--- config.mk ---
export PLATFORM = sky130hd
export DESIGN_NAME = pdm_audio_capture
export DESIGN_NICKNAME = d
export VERILOG_FILES = /design/src/rtl/pdm_audio_capture.sv
export SDC_FILE = /design/constraint.sdc
export NUM_CORES = 1
export LEC_CHECK = 0
export BUFFER_PORTS_ARGS = -buffer_cell sky130_fd_sc_hd__buf_2
export CAP_MARGIN = 20
export CORE_ASPECT_RATIO = 0.8
export CORE_MARGIN = 2
export CORE_UTILIZATION = 30
export CTS_CLUSTER_SIZE = 12
export DETAILED_ROUTE_END_ITERATION = 7
export GPL_ROUTABILITY_DRIVEN = 1
export HOLD_SLACK_MARGIN = 0.03
export PLACE_DENSITY_LB_ADDON = 0.08
export SYNTH_ARGS = -nofsm -noshare
export SYNTH_HDL_FRONTEND = slang
export SYNTH_SLANG_ARGS = --single-unit
--- constraint.sdc ---
create_clock -name clk -period 2.82 [get_ports clk]
set_clock_uncertainty 0.1 [all_clocks]
set_input_delay 0.282 -clock clk [delete_from_list [all_inputs] [get_ports clk]]
set_output_delay 0.282 -clock clk [all_outputs]
set_load 0.01 [all_outputs]
--- src/rtl/pdm_audio_capture.sv ---
`default_nettype none
// ============================================================================
// Module   : pdm_audio_capture
// Purpose  : PDM mic clock generator and ones-count decimator writing PCM
//            samples (mono or stereo, single-shot or ring) into sample RAM.
// Revision : 1.0 - initial release
// ============================================================================
module pdm_audio_capture #(
    parameter int CLK_DIV       = 4,
    parameter int DECIM         = 1024,
    parameter int SAMPLE_W      = 10,
    parameter int DEPTH         = 2048,
    parameter int ADDR_W        = 11,
    parameter int WARMUP_FRAMES = 2
) (
    input  logic                clk,
    input  logic                rst_n,
    input  logic                start,
    input  logic                stop,
    input  logic                continuous,
    input  logic                stereo,
    input  logic                mono_ch,
    output logic                busy,
    output logic                done,
    output logic                mic_clk,
    output logic                mic_lr_sel,
    input  logic                mic_data,
    output logic                wr_en,
    output logic [ADDR_W-1:0]   wr_addr,
    output logic [SAMPLE_W-1:0] wr_data,
    output logic                wr_ch
);

    localparam int C_HALF  = CLK_DIV / 2;
    localparam int C_PH_W  = $clog2(CLK_DIV);
    localparam int C_ACC_W = $clog2(DECIM + 1);
    localparam int C_PER_W = (DECIM > 1) ? $clog2(DECIM) : 1;
    localparam int C_WF_W  = (WARMUP_FRAMES > 0) ? $clog2(WARMUP_FRAMES + 1) : 1;
    localparam int C_SMAX  = (1 << SAMPLE_W) - 1;

    typedef enum logic [2:0] {
        S_IDLE    = 3'd0,
        S_ALIGN   = 3'd1,
        S_WARMUP  = 3'd2,
        S_CAPTURE = 3'd3,
        S_DONE    = 3'd4
    } state_t;

    state_t               state_q;
    logic                 run_q;
    logic [C_PH_W-1:0]    ph_q;
    logic [C_ACC_W-1:0]   acc_l_q, acc_r_q;
    logic [C_PER_W-1:0]   per_q;
    logic [C_WF_W-1:0]    wf_q;
    logic [ADDR_W-1:0]    addr_q;
    logic [SAMPLE_W-1:0]  wr_data_q, samp_r_q;
    logic                 stereo_q, mono_q, cont_q;
    logic                 busy_q, done_q, wr_en_q, wr_ch_q, r_pend_q, stop_pend_q;

    logic                 w_rise, w_fall, w_add_l, w_add_r, w_active, w_frame_end, w_last;
    logic [C_ACC_W-1:0]   w_ones_l;

    function automatic logic [SAMPLE_W-1:0] sat(input logic [C_ACC_W-1:0] v);
        if (32'(v) > C_SMAX)
            return SAMPLE_W'(C_SMAX);
        else
            return SAMPLE_W'(v);
    endfunction

    // run_q holds the phase at 0 for the first cycle after reset release
    always_ff @(posedge clk) begin
        if (!rst_n) begin
            run_q <= 1'b0;
            ph_q  <= '0;
        end else begin
            run_q <= 1'b1;
            if (run_q)
                ph_q <= (ph_q == C_PH_W'(CLK_DIV - 1)) ? '0 : ph_q + 1'b1;
        end
    end

    assign mic_clk     = run_q && (ph_q < C_PH_W'(C_HALF));
    assign w_rise      = run_q && (ph_q == '0);
    assign w_fall      = run_q && (ph_q == C_PH_W'(C_HALF));
    assign w_add_l     = mic_data & (stereo_q | ~mono_q);
    assign w_add_r     = mic_data & (stereo_q | mono_q);
    assign w_ones_l    = acc_l_q + C_ACC_W'(w_add_l);
    assign w_active    = (state_q == S_WARMUP) || (state_q == S_CAPTURE);
    assign w_frame_end = w_active && w_fall && (per_q == C_PER_W'(DECIM - 1));
    assign w_last      = wr_en_q && !cont_q && (addr_q == ADDR_W'(DEPTH - 1));

    always_ff @(posedge clk) begin
        if (!rst_n) begin
            state_q     <= S_IDLE;
            acc_l_q     <= '0;
            acc_r_q     <= '0;
            per_q       <= '0;
            wf_q        <= '0;
            addr_q      <= '0;
            wr_data_q   <= '0;
            samp_r_q    <= '0;
            stereo_q    <= 1'b0;
            mono_q      <= 1'b0;
            cont_q      <= 1'b0;
            busy_q      <= 1'b0;
            done_q      <= 1'b0;
            wr_en_q     <= 1'b0;
            wr_ch_q     <= 1'b0;
            r_pend_q    <= 1'b0;
            stop_pend_q <= 1'b0;
        end else begin
            wr_en_q <= 1'b0;
            done_q  <= 1'b0;

            // Frames run back to back: the frame-end fall tick restarts both counters
            if (w_active) begin
                if (w_rise && w_add_r)
                    acc_r_q <= acc_r_q + 1'b1;
                if (w_fall) begin
                    if (w_frame_end) begin
                        acc_l_q <= '0;
                        acc_r_q <= '0;
                        per_q   <= '0;
                    end else begin
                        acc_l_q <= w_ones_l;
                        per_q   <= per_q + 1'b1;
                    end
                end
            end

            case (state_q)
                S_IDLE: begin
                    if (start) begin
                        stereo_q <= stereo;
                        mono_q   <= mono_ch;
                        cont_q   <= continuous;
                        busy_q   <= 1'b1;
                        state_q  <= S_ALIGN;
                    end
                end
                S_ALIGN: begin
                    if (stop) begin
                        state_q <= S_DONE;
                        done_q  <= 1'b1;
                        busy_q  <= 1'b0;
                        addr_q  <= '0;
                    end else if (w_rise) begin
                        acc_l_q <= '0;
                        acc_r_q <= C_ACC_W'(w_add_r);
                        per_q   <= '0;
                        wf_q    <= '0;
                        state_q <= (WARMUP_FRAMES == 0) ? S_CAPTURE : S_WARMUP;
                    end
                end
                S_WARMUP: begin
                    if (stop) begin
                        state_q <= S_DONE;
                        done_q  <= 1'b1;
                        busy_q  <= 1'b0;
                        addr_q  <= '0;
                    end else if (w_frame_end) begin
                        wf_q <= wf_q + 1'b1;
                        if (32'(wf_q) + 1 == WARMUP_FRAMES)
                            state_q <= S_CAPTURE;
                    end
                end
                S_CAPTURE: begin
                    if (wr_en_q)
                        addr_q <= (addr_q == ADDR_W'(DEPTH - 1)) ? '0 : addr_q + 1'b1;
                    // A due R write is flushed before a stop takes effect
                    if (r_pend_q) begin
                        wr_en_q   <= 1'b1;
                        wr_ch_q   <= 1'b1;
                        wr_data_q <= samp_r_q;
                        r_pend_q  <= 1'b0;
                        if (stop)
                            stop_pend_q <= 1'b1;
                    end else if (stop || stop_pend_q || w_last) begin
                        state_q     <= S_DONE;
                        done_q      <= 1'b1;
                        busy_q      <= 1'b0;
                        addr_q      <= '0;
                        stop_pend_q <= 1'b0;
                    end else if (w_frame_end) begin
                        wr_en_q <= 1'b1;
                        if (stereo_q) begin
                            wr_ch_q   <= 1'b0;
                            wr_data_q <= sat(w_ones_l);
                            samp_r_q  <= sat(acc_r_q);
                            r_pend_q  <= 1'b1;
                        end else begin
                            wr_ch_q   <= mono_q;
                            wr_data_q <= mono_q ? sat(acc_r_q) : sat(w_ones_l);
                        end
                    end
                end
                S_DONE: begin
                    state_q <= S_IDLE;
                end
                default: begin
                    state_q <= S_IDLE;
                end
            endcase
        end
    end

    assign busy       = busy_q;
    assign done       = done_q;
    assign mic_lr_sel = ~stereo_q & mono_q;
    assign wr_en      = wr_en_q;
    assign wr_addr    = addr_q;
    assign wr_data    = wr_data_q;
    assign wr_ch      = wr_ch_q;

endmodule
`default_nettype wire

# After elaboration in Yosys (flattened, before gate mapping)
# Index checks and enable logic that the tools add are counted.
# word_totals
reg_bits	80
# classes
n_mux	70
n_bitwise	9
n_addsub	7
n_eq_ne	21
n_reduce_logical	29
order_cmp	3
# ops
op	count
$mux 11	18
$mux 10	13
$mux 3	8
$add 11x1->11 const B	2
$gt 11x10->1 const B	2
$pmux 11 s2	1
$mux 1	21
$ne 2x2->1 const B	8
$reduce_and 5->1	3
$pmux 3 s4	1
$add 11x1->11	1
$eq 11x11->1 const B	1
$add 10x1->10 const B	1
$eq 10x10->1 const B	1
$mux 2	5
$eq 3x2->1 const B	3
$logic_and 1x1->1	8
$reduce_bool 2->1	4
$ne 3x3->1 const B	2
$reduce_and 2->1	3
$reduce_and 3->1	2
$reduce_and 6->1	1
$add 2x1->2 const B	2
$eq 2x2->1 const B	2
17 further kinds	26

# Logic depth before layout (Yosys ltp)
# Gate-level depths: netlist (run 1).
# depth
depth_word	11
depth_mapped	12

# Worst setup path before layout (run 1)
# OpenSTA, ideal clock, no wires.
# synth_timing
kind	reg-to-reg
startpoint	register stereo_q
endpoint	register wr_data_q[8], in the netlist wr_data[8]
stages_incl_launch_ff	13
arrival_time_ns	2.444
synth_period_minus_slack_ns	2.663
setup_ns	0.119
path_buffers	3
setup_slack_ns	0.157
cell_sequence	dfxtp_1 > nand2b_1 > clkbuf_1 > and2_1 > ha_1 > ha_1 > and4_1 > buf_2 > a31oi_1 > or2_0 > buf_1 > o311a_1 > o221a_1
# synth_via
elab_chain_cells	10
# synth_lines
element	line_no	source
start: declaration	57	logic stereo_q, mono_q, cont_q;
start signal: assignment	134	stereo_q <= stereo;
$or 1x1->1	85	assign w_add_l = mic_data & (stereo_q | ~mono_q);
$and 1x1->1	85	
$add 11x1->11	87	assign w_ones_l = acc_l_q + C_ACC_W'(w_add_l);
$gt 11x10->1	64	if (32'(v) > C_SMAX)
$mux 10	64	
$mux 10	193	wr_data_q <= mono_q ? sat(acc_r_q) : sat(w_ones_l);
$mux 10 *	186	if (stereo_q) begin
$mux 10 *	184	end else if (w_frame_end) begin
$mux 10 *	178	end else if (stop || stop_pend_q || w_last) begin
$mux 10 *	171	if (r_pend_q) begin
end signal: assignment	174	wr_data_q <= samp_r_q;
end signal: assignment	188	wr_data_q <= sat(w_ones_l);
end signal: assignment	193	
end: declaration	56	logic [SAMPLE_W-1:0] wr_data_q, samp_r_q;
# Mark *: on every way between the ends. The rest lies on a longest branch, timed or not. The select of a mux whose other input is x is not followed.
# A chain may end at the register's enable or synchronous reset.

# Worst setup path after layout (run 1)
# Ends and elaborated chain as after synthesis.

==> results.txt, run 1 <==
- The first global-routing pass estimated 19900 microns of wire.
- Antenna viol nets, final: 0
- The number of antenna diodes in the final layout is 0.
* DRC violation count after routing: 0
- In this run, the combinational gates consume 10.6% of the power.
- The floorplan has 38 rows.
- At the worst endpoint, the arrival time is 2.73 ns.
* Worst reg2reg startpoint: stereo_q$_SDFFE_PN0P_
* Leading cell type in the layout, fill and taps excluded: dfxtp_1
- Summing every instance area after synthesis gives 4200 sq um.
- Power density cells: 508 nW/um^2
- Cell leakage power: 0.00168 uW
- Setup repair after global routing left no endpoint under its margin.
- Final standard cell count with taps included and fillers excluded: 729
- For this configuration, the core starts out at a cell density of 30.8%.
- The number of hold buffers added after CTS was 0.
* Max transition margin: 56.4%
* Total of max-cap violations: 0
- Compared with the post-synthesis result, the final layout area differs by 16.3%.
- Yosys mapped a number of flops with a built-in enable equal to 0.
- Across all layers, the routed design uses 3807 vias.
- Most used flip-flop cell after synthesis: dfxtp_1
- The critical path goes through nand2b_1 -> and2_1 -> ha_1 -> ha_2 -> and4_2 -> a31oi_1 -> or2_1 -> o311a_1 -> o221a_1.
- Slew @ Worst Pin: 0.649 ns
- The library cells used most frequently in the layout, excluding fill and tap cells, are 80 x dfxtp_1, 63 x nor2_1, 45 x nand2_1.
* Critical path data required time: 2.95 ns
- After clock tree synthesis, the clock-pin slew on the worst setup and hold paths is 0.07 ns.
- Flip-flop and latch area: approximately 1600 sq um
- Final critical delay including setup and external delays: 2.60 ns
- The detailed router finished its first iteration with ~330 violations.
* Number of global-route vias before repair: 3617
- The pre-antenna-repair detailed-routing pass consisted of 4 iterations.
- Routed len/inst: 16.4 microns
- Count of yosys warnings during synthesis: 0
- STA classifies the critical path endpoint as a flop.
* Outcome: finished, final reports clean
- Mean post-synth cell area: ~8.2 sq um
- #FFs+latches synth: 80
- Skew-Pair Late Insertion Delay: 0.34 ns
- CTS HTree Levels: 3
- Post-synthesis net count: 531
* Sequential share of power: approximately 47%
* Slowest stage cell on the critical path: or2_1
- The number of antenna violations at the first check in global routing was 0.
- The multi-input combinational cells in the finished layout cover a total of between 2000 and 2500 sq um.
- Internal power: 1850 uW
- Number of input and output port buffers inserted: 34
* Kind of start point of the critical path: flop
- Number of placed I/O pins: 35
- The HPWL after detailed placement is 8590 microns.
- Summed over all nets, the switching power comes to 634 uW.
- The floorplan step set the die width to approximately 140 microns.
- All-Layer GR Usage: 17.0%
* Total routed wirelength: 12000 microns
* Hold Fails Final Rpt: 0
- Final cycle utilization of the critical path: 92.2%
- Hold_ws: 0.0908 ns
* Total count of max-transition violations in the final report: 0
- Global routing finished with a remaining overflow of 0.
- After clock tree synthesis, the setup repair step added 0 buffers.
* Distinct cells, synth: around 70
* Library cell used as clock root buffer: clkbuf_16
- Detailed-route vias per instance: 5.22
- TritonCTS built the clock tree.
* Highest achievable clock rate: 385 MHz
- Core Region: 13600 sq um
- Worst-case clock buffer depth: 2
- Fraction of registers with async set or reset after synthesis: 0%
* Total CTS buffers: 9
- Fraction of power consumed by the clock network: approximately 43%
* Final setup violation count: 0
- In this design, the stage delay of the slowest critical-path cell is 0.36 ns.
- Of all nets on the critical path, the largest fanout is 6.
- Sequential cells were found to cover 38.1% of the synthesized design area.
- Final estimated routing congestion in global placement: just over 0.8
- Post-placement cell count: 713
- Clock net sink count: 80
- The most critical setup path has its startpoint at stereo_q$_SDFFE_PN0P_.
- IR analysis of the VDD net gives a maximum drop of 0.336 mV.
- Post-Syn Instances: 514
- Counting the fill cells in the layout gives 1417.
- Die height: ~110 microns
- In this run the most critical hold path is launched from continuous.
* Setup TNS: 0 ns
- Fraction of final layout cells sized beyond drive strength 1: 16.0%
* Worst hold-check path type: in -> reg
- Floorplan die area: 15000 sq um
* Largest net degree at the start of global routing: 36
* Switching share of power: 25.6%
* Kind of critical path: reg -> reg
* Nets@finish: 561
==> timing repair <==
item	4_1_cts	5_1_grt
endpoints found under the setup margin	0	9
gates resized for setup	0	5
endpoints found under the hold margin	0	0
==> power by group through the flow <==
stage / registers (uW) / logic [uW] / clock network, uW
2_1_floorplan: 1190 / 171 / 0
3_3_place_gp: 1190 / 265 / 0
3_5_place_dp: 1190 / 263 / 0
4_1_cts: 1160 / 265 / 1100
5_1_grt: 1170 / 293 / 1140
6_report: 1160 / 264 / 1050
==> cell families (layout without fill, tap and decap cells) <==
logic type      count (synthesis)  count (layout)  share of synthesized area (%)
simple gates                  215             215                           26.2
compound gates                119             119                           20.2
flops                          80              80                           38.1
buf+inv                        58              93                           5.66
xor+xnor                       24              24                           5.00
fa+ha+maj                       9               9                           2.68
mux                             9               9                           2.23
==> final cells by class <==
cell class	instances	area share (%)
flip-flops and latches	80	32.8
multi-input cells	376	48.8
inverters	23	1.77
well taps	180	4.61
clock buffers	13	4.91
clock inverters	3	0.384
repair buffers	54	6.81
==> registers in the layout, indices dropped and copies added (netlist names) <==
register and count:
acc_l_q 11, wr_data 10, state_q 3, wr_ch 1
acc_r_q 11, wr_addr 11, samp_r_q 10, ph_q 2
wf_q 2, run_q 1, mono_q 1, r_pend_q 1
wr_en 1, stereo_q 1, busy 1, stop_pend_q 1
per_q 10, done 1, cont_q 1
==> cell usage after synthesis (4+ instances only) <==
cell type	instances	area [sq um]
a211oi_1	8	60.1
a31oi_1	4	25.0
o31ai_1	5	37.5
nor2_1	63	236
xor2_1	9	78.8
ha_1	9	113
and4_1	4	35.0
nand4_1	9	56.3
nand3_1	18	90.1
o21ai_0	18	90.1
a311oi_2	6	90.1
nor4_1	10	62.6
buf_2	7	35.0
nor3_1	22	110
o21a_1	5	37.5
inv_1	21	78.8
or3_1	4	25.0
clkbuf_1	25	93.8
or4_1	5	37.5
nand2_1	45	169
a21oi_1	40	200
mux2i_1	6	60.1
nand4b_1	5	43.8
dfxtp_1	80	1600
xnor2_1	15	131
nand2b_1	7	43.8
==> through the flow <==
| stage | cell area (sq um) | utilization, % | total power, uW | setup slack (ns) |
|---|---|---|---|---|
| 6_report | 4890 | 35.8 | 2480 | 0.220 |
| 5_1_grt | 4890 | 35.8 | 2600 | 0.0272 |
| 4_1_cts | 4870 | 35.7 | 2530 | 0.106 |
| 3_5_place_dp | 4620 | 33.8 | 1450 | 0.126 |
| 3_3_place_gp | 4620 | 33.8 | 1450 | 0.229 |
| 2_1_floorplan | 4200 | - | 1360 | 0.157 |
==> worst paths after layout <==
check	end	slack [ns]	cells past startpoint
max	wr_data[8]$_SDFFE_PN0P_	0.22	9
min	cont_q$_SDFFE_PN0P_	0.09	3
max reg2reg	wr_data[8]$_SDFFE_PN0P_	0.22	9
min reg2reg	wf_q[1]$_SDFFE_PN0P_	0.36	2
==> layer usage <==
layer  wire length [microns]  track usage [%]
met1                    6410             25.0
met2                    5010             25.2
met3                     448             3.32
met4                     125             4.69
met5                       0                0
==> worst max-delay path, delay by kind of cell, from the launching register on <==
| family | cells | cell delay, ns |
|---|---|---|
| AOI/OAI and AO/OA | 3 | 0.66 |
| adders and majority gates | 2 | 0.43 |
| DFF | 1 | 0.35 |
| and+or+nand+nor | 4 | 0.95 |
No activity file was read; power rests on OpenSTA's default activity.
==> run 2, diff against run 1 <==
--- a/config.mk
+++ b/config.mk
@@ -15,6 +15,7 @@
 export GPL_ROUTABILITY_DRIVEN = 1
 export HOLD_SLACK_MARGIN = 0.03
 export PLACE_DENSITY_LB_ADDON = 0.08
+export SETUP_SLACK_MARGIN = 0.4
 export SYNTH_ARGS = -nofsm -noshare
 export SYNTH_HDL_FRONTEND = slang
 export SYNTH_SLANG_ARGS = --single-unit
==> constraint.sdc (replaced) <==
create_clock -name clk -period 2.4 [get_ports clk]
set_clock_uncertainty 0.1 [all_clocks]
set_input_delay 0.24 -clock clk [delete_from_list [all_inputs] [get_ports clk]]
set_output_delay 0.24 -clock clk [all_outputs]
set_load 0.01 [all_outputs]
==> run 2 against run 1 <==
  * Sequential power grew 18%
  * Register-to-register slack worse by 0.11 ns
  * Largest cell class unchanged
  * Largest power group unchanged
  * Global-route usage is 0.71 points higher
  * Clock power increased by 26%
  * Setup slack worse by 0.11 ns
  * Fmax up 14%
  * Worst hold slack worse by 0.043 ns
==> results.txt, run 2 (synthesis gave the netlist of run 1 again) <==
* Worst hold-check path type: in -> reg
- Starting DRC count in detailed routing: 193 (-41%)
- Setup TNS: 0 ns (unchanged)
* Router iterations before antenna repair: 4 (unchanged)
- Most used cell along the critical path: ha_4
* Highest achievable clock rate: 437 MHz (+14%)
* Delay of the slowest cell on the worst path: 0.36 ns (about the same)
* Fillers: 1383 (-2.4%)
* Data arrival time at the worst-slack endpoint: 2.42 ns (-0.31 ns)
- The die extent in x is 136 microns (unchanged).
* Clock net sink count: 80 (unchanged)
- Final estimated routing congestion in global placement: 0.786 (-4.1%)
- The static leakage power was 0.00213 uW (+27%).
- The first-pass GRT wire length is 20400 microns (+2.4%).
* Clock-pin slew on the worst setup and hold paths: 0.06 ns (about the same)
- Total congestion overflow after global routing: 0 (unchanged)
- Traced cell by cell, the critical path runs through nand2b_4 -> and2_4 -> ha_4 -> ha_4 -> and4_4 -> a31oi_1 -> or2_4 -> o311a_1 -> o221a_1.
- The final design area excluding fillers came to 6010 sq um (+23%).
- Hold Fails Final Rpt: 0 (unchanged)
* Worst hold path startpoint: continuous
- The number of input and output port buffers inserted was 34 (unchanged).
* Leading cell type in the layout, fill and taps excluded: dfxtp_1
* Initial core utilization: 30.8% (unchanged)
- The final worst-path setup slack came to 0.112 ns (-0.108 ns).
- The normalized max-slew margin is 64.7% (+8.3 points).
- The worst slack after detailed placement was -0.0159 ns (-0.142 ns).
- Kind of start point of the critical path: flop
* Worst reg2reg startpoint: stereo_q$_SDFFE_PN0P_
- The routed length per instance was 16.6 microns (+0.87%).
- The path with the worst hold slack has its endpoint at cont_q$_SDFFE_PN0P_.
- The required time at the endpoint of the critical path came to 2.53 ns (-0.42 ns).
* Total CTS buffers: 9 (unchanged)
* Critical-path maximum fanout: 5 (-1)
* DRC violation count after routing: 0 (unchanged)
- Post-placement cell count: 732 (+2.7%)
- The half-perimeter wire length after detailed placement came to 8910 microns (+3.8%).
* Outcome: finished, final reports clean
- The final net count was 615 (+9.6%).
- Largest net degree at the start of global routing: 29 (-19%)
- Number of placed I/O pins: 35 (unchanged)
* Final core area utilization: 44.0% (+8.2 points)
- All-Layer GR Usage: 17.7% (+0.71 points)
- The chip height was 110 microns (unchanged).
- Total count of max-transition violations in the final report: 0 (unchanged)
- The max-cap check violation count is 0 (unchanged).
* Critical register-to-register path endpoint: wr_data[8]$_SDFFE_PN0P_
* Final cycle utilization of the critical path: 95.3% (+3.1 points)
* Most frequent cells in the layout: 63 x dfxtp_1, 57 x buf_4, 54 x nor2_1
- Peak supply drop: 0.361 mV (+7.5%)
- Kind of critical path: reg -> reg
- Fraction of final layout cells sized beyond drive strength 1: 37.6% (+22 points)
* Number of diodes added for antenna fixing: 0 (unchanged)
- The total die area is 15000 sq um (unchanged).
- Antenna viol nets, final: 0 (unchanged)
* Worst R2R Path Depth: 9 (unchanged)
- Total routed wirelength: 13000 microns (+8.3%)
* TritonCTS clock tree: yes
* Final setup violation count: 0 (unchanged)
- Hold depth: 3 (unchanged)
- Library cell used as clock root buffer: clkbuf_16
* Core Region: 13600 sq um (unchanged)
- The slowest stage of the critical path belongs to the cell o311a_1.
- The total cell area at the placement stage is 4870 sq um (+5.4%).
- The hold buffer count at cts is 0 (unchanged).
- R2R setup slack: 0.11 ns (-0.11 ns)
* Number of global-route vias before repair: 3851 (+6.5%)
- Cell row count: 38 (unchanged)
- Detailed-route vias per instance: 5.19 (-0.56%)
- The count of vias placed by the detailed router is 4066 (+6.8%).
* Crit end category: flop
- Final standard cell count with taps included and fillers excluded: 783 (+7.4%)
- Setup repair after global routing could not meet its margin everywhere.
* Worst-case clock buffer depth: 2 (unchanged)
* Slew @ Worst Pin: 0.528 ns (-0.120 ns)
- Skew-Pair Late Insertion Delay: 0.34 ns (about the same)
* Final critical delay including setup and external delays: 2.29 ns (-0.312 ns)
- Layout overhead on the synthesized area: 43.0%
- CTS HTree Levels: 3 (unchanged)
- The power density over the cells was 517 nW/um^2 (+1.8%).
- Number of antenna violations at the first check in global routing: 0 (unchanged)
run 2: cell count changes in the layout (fill, tap and decap cells not counted), sizes merged:
cell	change
buf	+52
clkinv	-1
and2	+1
clkinvlp	+1
clkbuf	+1
run 2: where the power goes:
group / total, uW / leakage (uW) / switching (uW) / internal (uW)
sequential: 1370 / 0.000656 / 27.0 / 1350
combinational: 414 / 0.00134 / 236 / 179
clock: 1320 / 0.000136 / 563 / 755
total: 3110 / 0.00213 / 825 / 2280
run 2: repair_timing:
action / 4_1_cts / 5_1_grt
gates resized for setup: 59 / 67
cloned: 2 / 1
endpoints found under the setup margin: 68 / 66
pin swaps: 18 / 24
buffers inserted: 19 / 13
run 2: worst max path at each step:
stage,slack [ns],start,to
final,0.11,stereo_q$_SDFFE_PN0P_,wr_data[8]$_SDFFE_PN0P_
after global routing,0.05,stereo_q$_SDFFE_PN0P_,wr_data[3]$_SDFFE_PN0P_
after CTS,0.15,stereo_q$_SDFFE_PN0P_,wr_data[8]$_SDFFE_PN0P_
after detailed placement,-0.02,stereo_q$_SDFFE_PN0P_,wr_data[5]$_SDFFE_PN0P_
after global placement,-0.01,stereo_q$_SDFFE_PN0P_,wr_data[5]$_SDFFE_PN0P_
after floorplan,0.004,stereo_q$_SDFFE_PN0P_,wr_data[8]$_SDFFE_PN0P_
run 2: area by class of cell:
class | instances | area, sq um | share of cell area (%)
sequential | 80 | 1640 | 27.3
clock buffer | 13 | 260 | 4.33
clock inverter | 3 | 17.5 | 0.291
tap | 180 | 225 | 3.75
inverter | 23 | 88.8 | 1.48
multi-input combinational | 377 | 2940 | 48.9
timing repair buffer | 107 | 838 | 13.9
run 2: worst max-delay path: cells and delay by family, from the launching register on:
kind	cells	cell delay, ns
AOI/OAI and AO/OA	3	0.67
and+or+nand+nor	4	0.79
DFF	1	0.33
adders and majority gates	2	0.29
run 2: stage by stage:
stage | power [uW] | hold slack [ns]
3_3_place_gp | 1730 | 0.340
6_report | 3110 | 0.0481
4_1_cts | 3100 | 0.0382
2_1_floorplan | 1620 | 0.168
3_5_place_dp | 1730 | 0.357
5_1_grt | 3240 | 0.0730
run 2: routing by layer:
metal / part of all wire [%] / GRT usage [%]
met5: 0 / 0
met4: 0.93 / 4.61
met3: 4.1 / 3.46
met2: 46 / 28.3
met1: 49 / 24.6
